$ cat src/rtl/cpu_dbg_pkg.sv
// Shared definitions for the CPU debug blocks.
//   dump_state_e : frame state machine of the data-memory dump unit
//   DumpHdrByte  : default first byte of every dump frame
package cpu_dbg_pkg;

    typedef enum logic [2:0] {
        StIdle,
        StHdr,
        StRd,
        StCap,
        StSend,
        StCsum,
        StDone
    } dump_state_e;

    localparam logic [7:0] DumpHdrByte = 8'hA5;

endpackage

$ cat src/rtl/data_mem_dump.sv
// Debug readback of the CPU data memory. On dump_req_i it reads every byte
// through the memory's second read port and streams one frame:
// header, DEPTH data bytes, two's-complement checksum of the data bytes.
//
// Ports:
//   clk, rst_n    : clock (rising edge), asynchronous active-low reset
//   dump_req_i    : start a frame (sampled in idle only)
//   mem_ren_o     : data-memory read enable
//   mem_raddr_o   : data-memory read address
//   mem_rdata_i   : read data, valid one cycle after the mem_ren_o cycle
//   tx_data_o     : stream byte
//   tx_valid_o    : stream byte valid
//   tx_ready_i    : sink ready; a byte moves on valid && ready
//   tx_last_o     : marks the checksum byte
//   busy_o        : frame in progress
//   done_o        : one-cycle pulse after the checksum byte moves
module data_mem_dump
    import cpu_dbg_pkg::*;
#(
    parameter int unsigned DEPTH    = 16,
    parameter logic [7:0]  HDR_BYTE = DumpHdrByte,
    localparam int unsigned AW      = (DEPTH > 1) ? $clog2(DEPTH) : 1
) (
    input  logic          clk,
    input  logic          rst_n,
    input  logic          dump_req_i,
    output logic          mem_ren_o,
    output logic [AW-1:0] mem_raddr_o,
    input  logic [7:0]    mem_rdata_i,
    output logic [7:0]    tx_data_o,
    output logic          tx_valid_o,
    input  logic          tx_ready_i,
    output logic          tx_last_o,
    output logic          busy_o,
    output logic          done_o
);

    localparam logic [AW-1:0] LastAddr = AW'(DEPTH - 1);

    dump_state_e   state_q;
    logic [AW-1:0] addr_q;
    logic [7:0]    sum_q;
    logic [7:0]    tx_data_q;
    logic          tx_valid_q;
    logic          tx_last_q;
    logic          mem_ren_q;
    logic          busy_q;
    logic          done_q;

    // Every output is a register updated alongside the state, so nothing
    // downstream sees a combinational path from tx_ready_i or mem_rdata_i.
    always_ff @(posedge clk or negedge rst_n) begin
        if (!rst_n) begin
            state_q    <= StIdle;
            addr_q     <= '0;
            sum_q      <= '0;
            tx_data_q  <= '0;
            tx_valid_q <= 1'b0;
            tx_last_q  <= 1'b0;
            mem_ren_q  <= 1'b0;
            busy_q     <= 1'b0;
            done_q     <= 1'b0;
        end else begin
            unique case (state_q)
                StIdle: begin
                    if (dump_req_i) begin
                        state_q    <= StHdr;
                        addr_q     <= '0;
                        sum_q      <= '0;
                        tx_data_q  <= HDR_BYTE;
                        tx_valid_q <= 1'b1;
                        busy_q     <= 1'b1;
                    end
                end
                StHdr: begin
                    if (tx_ready_i) begin
                        state_q    <= StRd;
                        tx_valid_q <= 1'b0;
                        mem_ren_q  <= 1'b1;
                    end
                end
                StRd: begin
                    state_q   <= StCap;
                    mem_ren_q <= 1'b0;
                end
                StCap: begin
                    state_q    <= StSend;
                    tx_data_q  <= mem_rdata_i;
                    sum_q      <= sum_q + mem_rdata_i;
                    tx_valid_q <= 1'b1;
                end
                StSend: begin
                    if (tx_ready_i) begin
                        if (addr_q == LastAddr) begin
                            // Valid stays high: checksum follows directly.
                            state_q   <= StCsum;
                            tx_data_q <= ~sum_q + 8'd1;
                            tx_last_q <= 1'b1;
                        end else begin
                            state_q    <= StRd;
                            addr_q     <= addr_q + 1'b1;
                            tx_valid_q <= 1'b0;
                            mem_ren_q  <= 1'b1;
                        end
                    end
                end
                StCsum: begin
                    if (tx_ready_i) begin
                        state_q    <= StDone;
                        tx_valid_q <= 1'b0;
                        tx_last_q  <= 1'b0;
                        done_q     <= 1'b1;
                    end
                end
                StDone: begin
                    // dump_req_i is deliberately not looked at here.
                    state_q <= StIdle;
                    done_q  <= 1'b0;
                    busy_q  <= 1'b0;
                end
                default: begin
                    state_q <= StIdle;
                end
            endcase
        end
    end

    assign mem_ren_o   = mem_ren_q;
    assign mem_raddr_o = addr_q;
    assign tx_data_o   = tx_data_q;
    assign tx_valid_o  = tx_valid_q;
    assign tx_last_o   = tx_last_q;
    assign busy_o      = busy_q;
    assign done_o      = done_q;

endmodule

$ cat config.mk
export PLATFORM = sky130hd
export DESIGN_NAME = data_mem_dump
export DESIGN_NICKNAME = d
export VERILOG_FILES = /design/src/rtl/cpu_dbg_pkg.sv /design/src/rtl/data_mem_dump.sv
export SDC_FILE = /design/constraint.sdc
export NUM_CORES = 1
export LEC_CHECK = 0
export ABC_AREA = 1
export ABC_CLOCK_PERIOD_IN_PS = 1900
export BUFFER_PORTS_ARGS = -buffer_cell sky130_fd_sc_hd__clkbuf_2
export CORE_AREA = 2 2 62 64
export DETAILED_ROUTE_END_ITERATION = 8
export DIE_AREA = 0 0 64 66
export HOLD_SLACK_MARGIN = 0.08
export MAX_ROUTING_LAYER = met4
export PLACE_DENSITY = 0.77
export SYNTH_ARGS = -nofsm -noshare
export SYNTH_HDL_FRONTEND = slang
export SYNTH_SLANG_ARGS = --single-unit
$ cat constraint.sdc
create_clock -name clk -period 1.9 [get_ports clk]
set_clock_uncertainty 0.05 [all_clocks]
set_input_delay 0.095 -clock clk [delete_from_list [all_inputs] [get_ports clk]]
set_output_delay 0.095 -clock clk [all_outputs]
set_load 0.03 [all_outputs]
==> results of run 1 <==
==> flip-flops by register name, summed over array words and instances, names as in the netlist <==
register / flops
mem_ren_o: 1
tx_data_o: 8
sum_q: 8
tx_valid_o: 1
mem_raddr_o: 4
done_o: 1
tx_last_o: 1
busy_o: 1
state_q: 3
==> worst paths after layout <==
check / startpoint / end / slack, ns / cells after the start
hold / removal: mem_rdata_i[7] / tx_data_o[7] / 0.08 / 5
setup / recovery: state_q[2] / mem_raddr_o[2] / 0.19 / 5
max in group asynchronous: rst_n / done_o / 1.08 / 2
min in group asynchronous: rst_n / sum_q[5] / 0.26 / 2
setup reg to reg: state_q[2] / mem_raddr_o[2] / 0.19 / 5
hold reg to reg: tx_data_o[6] / tx_data_o[6] / 0.46 / 2
==> layout by cell type (no fill, tap or decap), types with 3 or more instances in the layout <==
master          n
nand2_2         5
nor2_4          5
a21oi_1        13
o21ai_1         3
nor2_2          3
nor2_1         18
nor3_1          6
clkbuf_4        3
clkbuf_2       28
inv_1          29
dfrtp_1        28
nand2_1        75
dlygate4sd3_1   7
nand4_1         3
nand3_1        17
ha_1            9
o21ai_0        15
==> logic make-up after synthesis <==
kind of cell             count (synthesis)
AO/OA/AOI/OAI                           40
XOR/XNOR                                 2
adder cells (fa/ha/maj)                 10
buffers and inverters                   35
flip-flops                              28
AND/OR/NAND/NOR                        142
==> cell usage after synthesis <==
cell type / count
nor3_2: 1
o21ai_2: 1
a21oi_1: 13
fa_1: 1
o32ai_1: 1
a21oi_2: 2
nand3_4: 1
nor3_1: 6
or2_2: 1
o21bai_1: 1
nand3_2: 2
nand3b_1: 2
nand2_4: 2
buf_4: 2
nand4_1: 3
xnor2_1: 1
nor2_2: 3
a31oi_1: 1
inv_2: 2
o21ai_0: 15
inv_1: 29
nor2_8: 1
nand3_1: 17
nand2_2: 5
nand2_1: 75
nor2_1: 18
ha_1: 9
xor2_1: 1
o21ai_1: 3
a22o_1: 1
buf_6: 1
o22ai_1: 2
nor2_4: 5
dfrtp_1: 28
inv_4: 1
==> stage by stage <==
step                      total power [W]  area, µm²
after floorplan                   0.00278       1930
after global placement            0.00325       2110
after detailed placement          0.00330       2110
after CTS                         0.00362       2210
after global routing              0.00395       2210
final                             0.00361       2210
==> per-layer routing <==
layer  wire [µm]  up-vias  GRT usage, %
li1            -      916             -
met1        2010      807          30.9
met2        1890       45          36.2
met3         197        9          2.90
met4          81        0          7.34
met5           0        -             -
==> final cells by class <==
type / count / share of cell area (%)
inverter: 32 / 5.54
tap: 48 / 2.71
timing repair buffer: 36 / 9.84
sequential: 28 / 31.7
clock buffer: 4 / 1.64
multi-input combinational: 194 / 48.6
==> power groups by stage <==
stage	clock [W]	combinational [W]	sequential (W)
final	0.000301	0.00222	0.00108
after global routing	0.000334	0.00249	0.00113
after CTS	0.000310	0.00222	0.00108
after global placement	0	0.00216	0.00109
after floorplan	0	0.00149	0.00129
after detailed placement	0	0.00220	0.00110
==> worst register-to-register path, cell delays in order (launching register included) <==
cell	delay, ns
dfrtp_1	0.67
nand2_2	0.31
nor2_2	0.32
nor3_2	0.13
nand2_1	0.07
o21ai_0	0.07
==> timing repair <==
| action | CTS | global route |
|---|---|---|
| setup buffers | 0 | 0 |
| resized for setup | 0 | 0 |
| hold buffers | 7 | 0 |
| hold endpoints to repair | 37 | 0 |
==> results.md, run 1 <==
- Register Area: ~700 µm²
- Critical Path Start Type: flop
- Clock power frac: about 8.4%
- Yosys warns: 0
- Synthesized Nets: between 200 and 300
- ANT cells: 0
- Largest net degree at the start of global routing: 29
- Vias per std cell: 5.20
- Slew margin rel.: a little over half
- IO buf count: 28
- Delay-heaviest family, CP: simple AND/OR/NAND/NOR gates
- Tot GR Track Use: 22.9%
- Synth cell types: 35
- Largest family of logic cells by synthesized area: simple AND/OR/NAND/NOR gates
- Status: complete, no violations
- Die Width: 64 µm
- Setup crit end kind: flop
- Sequential area share after synthesis: 36.4%
- Die area: 0.00422 mm²
- Post-synth top area cell: dfrtp_1
- Crit path cell chain: nand2_2, nor2_2, nor3_2, nand2_1, o21ai_0
- Grt total ovfl: 0
- Sw Ratio: 53.1%
- Unrepaired setup endpoints after global routing: false
- Global-route wire length before repair: 7370 µm
- Hold Violations, Final: 0
- CTS HTree Levels: 1
- CP peak stage delay: roughly 0.67 ns
- Placed cell count: 331
- Number of global-route vias before repair: 1627
- Actual slew at the worst max-slew pin: about 0.71 ns
- GP Congestion: about 0.9
- Gate power share: between 60% and 70%
- Drt first pass iters: 4
- Mean post-synth cell area: 7.49 µm²
- Clock Path Buffers: 2
- Mux share of post-synthesis cell area: 0%
- Root Buffer: clkbuf_4
- TritonCTS clock tree: built
- Internal Power: between 0.0015 and 0.002 W
- Effective utilization at floorplan: 54.2%
- Critical path class: flop to flop
- Post-place setup slack: roughly 0.22 ns
- First DRT Iteration DRCs: 89
- Synth Area in Adders: 6.89%
- WHS: 0.0785 ns
- Core Util, Final: 62.3%
- Critical path arrival: between 1.5 and 2 ns
- Pins over their slew limit: 0
- Tcrit/Tclk final: 90.2%
- Buf/Inv on CP: 0
- Routed WL: 4180 µm
- Cells after Synth: 257
- Latest clock arrival within the worst-skew pair: 0.34 ns
- Flop pwr share: 30.1%
- Pwr dens: about 1600 mW/mm²
- FF+latch count, synth: 28
- Setup violators final: 0
- # nets final: 317
- DRC: 0
- Post-Synth Simple-Gate Area: 36.4%
- Share of the synthesized area in the top cell type: 36.4%
- CP Data Required Time: 2.07 ns
- Post-Syn Area: 0.00193 mm²
- Clock slew seen by the registers of the worst setup and hold paths: 0.16 ns
- CP max stage cell: dfrtp_1
- IO Pins: 29
- Final min period: 1.71 ns
- F_max: 0.583 GHz
- Core area: 0.00355 mm²
- Highest net fanout along the worst path: 11
- Synthesis-to-layout area growth: 14.9%
- P_leak: 1.14 nW
- Maximum vdd ir drop: 0.887 mV
- Final setup margin: 0.186 ns
- Synth Area in XOR/XNOR: less than 1%
- Via count: ~1800
- CTS Buf Count: 3
- FILL cells: 312
- Multi-input gate area: 0.00108 mm²
- Synth Area in Compound Gates: 11.7%
- Detailed placement HPWL: 3250 µm
- ANT nets after route: 0
- Synth area leaders: dfrtp_1 36%, nand2_1 15%, ha_1 5.8%
- Hold Path Class: primary input to flop
- Max-cap violations: 0
- Total Neg Setup Slack: 0 ns
- Net Sw Power: around 0.0019 W
- Layout cells sized above 1: 20.4%
- Die Ht: 66 µm
- Post-route insts no fill: 342
- FP Rows: 22
- Routed length per placed instance: 12.2 µm
- Clock sink count: 28
- Initial antenna violation count: 0
(Power assumes the default switching activity.)
==> run 2: changes to the inputs <==
Settings changed: ABC_AREA 1 to default, ABC_CLOCK_PERIOD_IN_PS 1900 to 1400, CORE_AREA 2 2 62 64 to 2 2 63 65, DIE_AREA 0 0 64 66 to 0 0 65 67, GPL_ROUTABILITY_DRIVEN from default to 0, PLACE_DENSITY 0.77 to 0.73.
Clock period 1.9 ns to 1.4 ns, I/O delays scaled along.
==> run 2 against run 1 <==
The flow now finishes with violations (setup timing). Worst setup slack got worse by 0.77 ns. Combinational power increased by 150%. Die area increased by 3.1%. Synthesized area decreased by 8.0%. Sequential share of layout area decreased by 8.5 points. First-iteration DRC count increased by 62%. Total power increased by 110%. Register-to-register slack got worse by 0.77 ns. Sequential power increased by 30%. Global-route usage increased by 4.9 points. Maximum frequency decreased by 14%. Cell count increased by 0.58%. Critical path type unchanged. Critical endpoint is now sum_q[7].
==> results.md, run 2 <==
- DP Area: 0.00251 mm² (+19%)
- Post-Syn Area: 0.00177 mm² (-8.0%)
- Sequential area share after synthesis: 39.5% (+3.2 points)
- Final min period: 1.99 ns (+0.272 ns)
- Post-synth top area cell: dfrtp_1
- Root Buffer: clkbuf_8
- P_leak: 1.43 nW (+25%)
- Core area: 0.00361 mm² (+1.6%)
- Drt first pass iters: 4 (unchanged)
- Number of global-route vias before repair: 1822 (+12%)
- Grt total ovfl: 0 (unchanged)
- Critical path arrival: 2.17 ns (+0.29 ns)
- IO buf count: 28 (unchanged)
- FF+latch count, synth: 28 (unchanged)
- F_max: 0.504 GHz (-14%)
- Pwr dens: 2430 mW/mm² (+49%)
- Initial antenna violation count: 0 (unchanged)
- Die Ht: 67 µm (+1.5%)
- Layout cells sized above 1: 57.8% (+37 points)
- Synthesized Nets: 217 (-22%)
- DRC: 0 (unchanged)
- Placed cell count: 318 (-3.9%)
- Routed length per placed instance: 20.6 µm (+68%)
- Post-route insts no fill: 344 (+0.58%)
- Synth area leaders: dfrtp_1 40%, ha_1 6.4%, o21ai_0 5.9%
- Most common cell after layout, fill and taps aside: buf_4
- Critical Path Start Type: flop
- Hold Path Class: primary input to flop
- First DRT Iteration DRCs: 144 (+62%)
- Buf/Inv on CP: 0 (unchanged)
- Max-cap violations: 0 (unchanged)
- Setup violators final: 24 (+24)
- Final setup margin: -0.586 ns (-0.772 ns)
- CP max stage cell: or4b_4
- Mean post-synth cell area: 9.09 µm² (+21%)
- Synth async-reset ratio: 100% (unchanged)
- Die area: 0.00436 mm² (+3.1%)
- TritonCTS clock tree: built
- Clock sink count: 28 (unchanged)
- Die Width: 65 µm (+1.6%)
- Effective utilization at floorplan: 49.1% (-5.1 points)
- Setup crit end kind: flop
- Failing checks: setup timing
- Maximum vdd ir drop: 1.60 mV (+80%)
- Latest clock arrival within the worst-skew pair: 0.30 ns (-0.04 ns)
- Met2 GRT Util: 45.4% (+9.2 points)
- Cells after Synth: 195 (-24%)
- Pins over their slew limit: 0 (unchanged)
- Detailed placement HPWL: 3500 µm (+7.8%)
- GR Layer Usage met3: 2.20% (-0.70 points)
- Clock Path Buffers: 2 (unchanged)
- Global-route wire length before repair: 8760 µm (+19%)
- Busiest layer in global routing: met2
- Synthesis-to-layout area growth: 72.2%
- ANT cells: 0 (unchanged)
- IO Pins: 29 (unchanged)
- Most common cell in the netlist: dfrtp_1
- # nets final: 319 (+0.63%)
- Critical path class: flop to flop
- WHS: 0.147 ns (+0.0686 ns)
- Tot GR Track Use: 27.8% (+4.9 points)
- Routed WL: 7080 µm (+69%)
- CP Data Required Time: 1.58 ns (-0.49 ns)
- Clock slew seen by the registers of the worst setup and hold paths: 0.11 ns (-0.05 ns)
- Synth cell count leaders: 28 x dfrtp_1, 24 x nand2_1, 21 x o21ai_0, 14 x nor2_1, 12 x a21oi_1
- Actual slew at the worst max-slew pin: 0.509 ns (-0.200 ns)
- Synth cell types: 43 (+23%)
- Slew margin rel.: 66.1% (+13 points)
- Hold Violations, Final: 0 (unchanged)
- Vias per std cell: 6.01 (+16%)
- Synth Flop Type: dfrtp_1
- GR Layer Usage met1: 35.6% (+4.7 points)
- ANT nets after route: 0 (unchanged)
- Highest net fanout along the worst path: 4 (-7)
- Crit path cell chain: ha_4, nand3_4, a211oi_4, nor3_2, or4b_4, o211ai_2
- Post-synth EDFFs: 0 (unchanged)
- Unrepaired setup endpoints after global routing: true
- Share of the synthesized area in the top cell type: 39.5% (+3.2 points)
- Status: finished, violations left
- Post-route cell area: 0.00305 mm² (+38%)
- Largest net degree at the start of global routing: 21 (-28%)
- Most frequent cells in the layout: 54 x buf_4, 28 x clkbuf_2, 24 x dfrtp_1, 20 x buf_6, 17 x nand2_1
- CTS Buf Count: 3 (unchanged)
- Yosys warns: 0 (unchanged)
- Via count: 2069 (+16%)
- FP Rows: 22 (unchanged)
- CP peak stage delay: 0.51 ns (-0.16 ns)
- Final Power: 0.00740 W (+110%)
- CTS HTree Levels: 1 (unchanged)
- Delay-heaviest family, CP: simple AND/OR/NAND/NOR gates
- Total Neg Setup Slack: -5.15 ns (-5.15 ns)
- Tcrit/Tclk final: 142% (+52 points)
==> run 2: cell count changes in the layout (fill, tap and decap cells not counted), moves of 6 or more <==
cell | before | now
a21oi_1 | 13 | 7
a22o_1 | 1 | 8
inv_1 | 29 | 5
o21ai_0 | 15 | 4
o21ai_1 | 3 | 14
nand2_1 | 75 | 17
buf_4 | 1 | 54
nand3_1 | 17 | 2
nor3_1 | 6 | 0
buf_6 | 0 | 20
nor2_1 | 18 | 8
==> run 2: power by group <==
| part | total (W) | leakage [nW] | internal (W) | switching [W] |
|---|---|---|---|---|
| logic | 0.00544 | 1.06 | 0.00263 | 0.00281 |
| registers | 0.00140 | 0.338 | 0.00113 | 0.000272 |
| clock network | 0.000565 | 0.0288 | 0.000254 | 0.000310 |
| total | 0.00740 | 1.43 | 0.00401 | 0.00339 |
==> run 2: cell families (layout without fill, tap and decap cells) <==
group / count (synthesis) / count (layout) / share of synthesized area (%)
AND/OR/NAND/NOR: 63 / 63 / 17.9
AO/OA/AOI/OAI: 65 / 66 / 24.5
multiplexers: 4 / 4 / 2.47
adder cells (fa/ha/maj): 10 / 10 / 7.49
flip-flops: 28 / 28 / 39.5
XOR/XNOR: 9 / 9 / 4.45
buffers and inverters: 16 / 116 / 3.60
==> run 2: metal layers <==
layer | vias up | share of wire [%]
met3 | 21 | 7.7
met4 | 0 | 3.4
li1 | 910 | -
met5 | - | 0
met2 | 115 | 48
met1 | 1023 | 41
==> run 2: cell type report <==
type | instances | area [µm²]
multi-input cells | 152 | 1390
repair buffers | 105 | 811
flip-flops and latches | 28 | 706
fillers | 171 | 554
well taps | 48 | 60.1
clock buffers | 4 | 55.1
inverters | 7 | 31.3
==> run 2: repair_timing <==
action / CTS / global route
gates cloned: 0 / 1
pin swaps: 23 / 27
hold endpoints to repair: 29 / 0
buffers inserted: 10 / 12
resized for setup: 43 / 38
setup endpoints to repair: 20 / 26
hold buffers: 2 / 0
==> run 2: worst paths after layout <==
kind / to / from / slack, ns / cells after the start
worst max-delay path: sum_q[7] / sum_q[2] / -0.59 / 6
worst min-delay path: tx_data_o[4] / mem_rdata_i[4] / 0.15 / 4
worst max register to register: sum_q[7] / sum_q[2] / -0.59 / 6
worst min register to register: done_o / done_o / 0.48 / 2
max in group asynchronous: sum_q[6] / rst_n / 0.62 / 3
min in group asynchronous: tx_data_o[5] / rst_n / 0.20 / 2
==> run 2: through the flow <==
step | setup WS (ns) | util, %
detailed placement | -0.532 | 69.6
finish | -0.586 | 84.6
global route | -0.606 | 84.6
CTS | -0.529 | 78.2
global placement | -0.481 | 69.6
floorplan | -0.499 | -
==> run 2: worst reg2reg max path, stage by stage, from the launching register on <==
cell,delay (ns)
dfrtp_1,0.45
ha_4,0.34
nand3_4,0.10
a211oi_4,0.29
nor3_2,0.12
or4b_4,0.51
o211ai_2,0.08
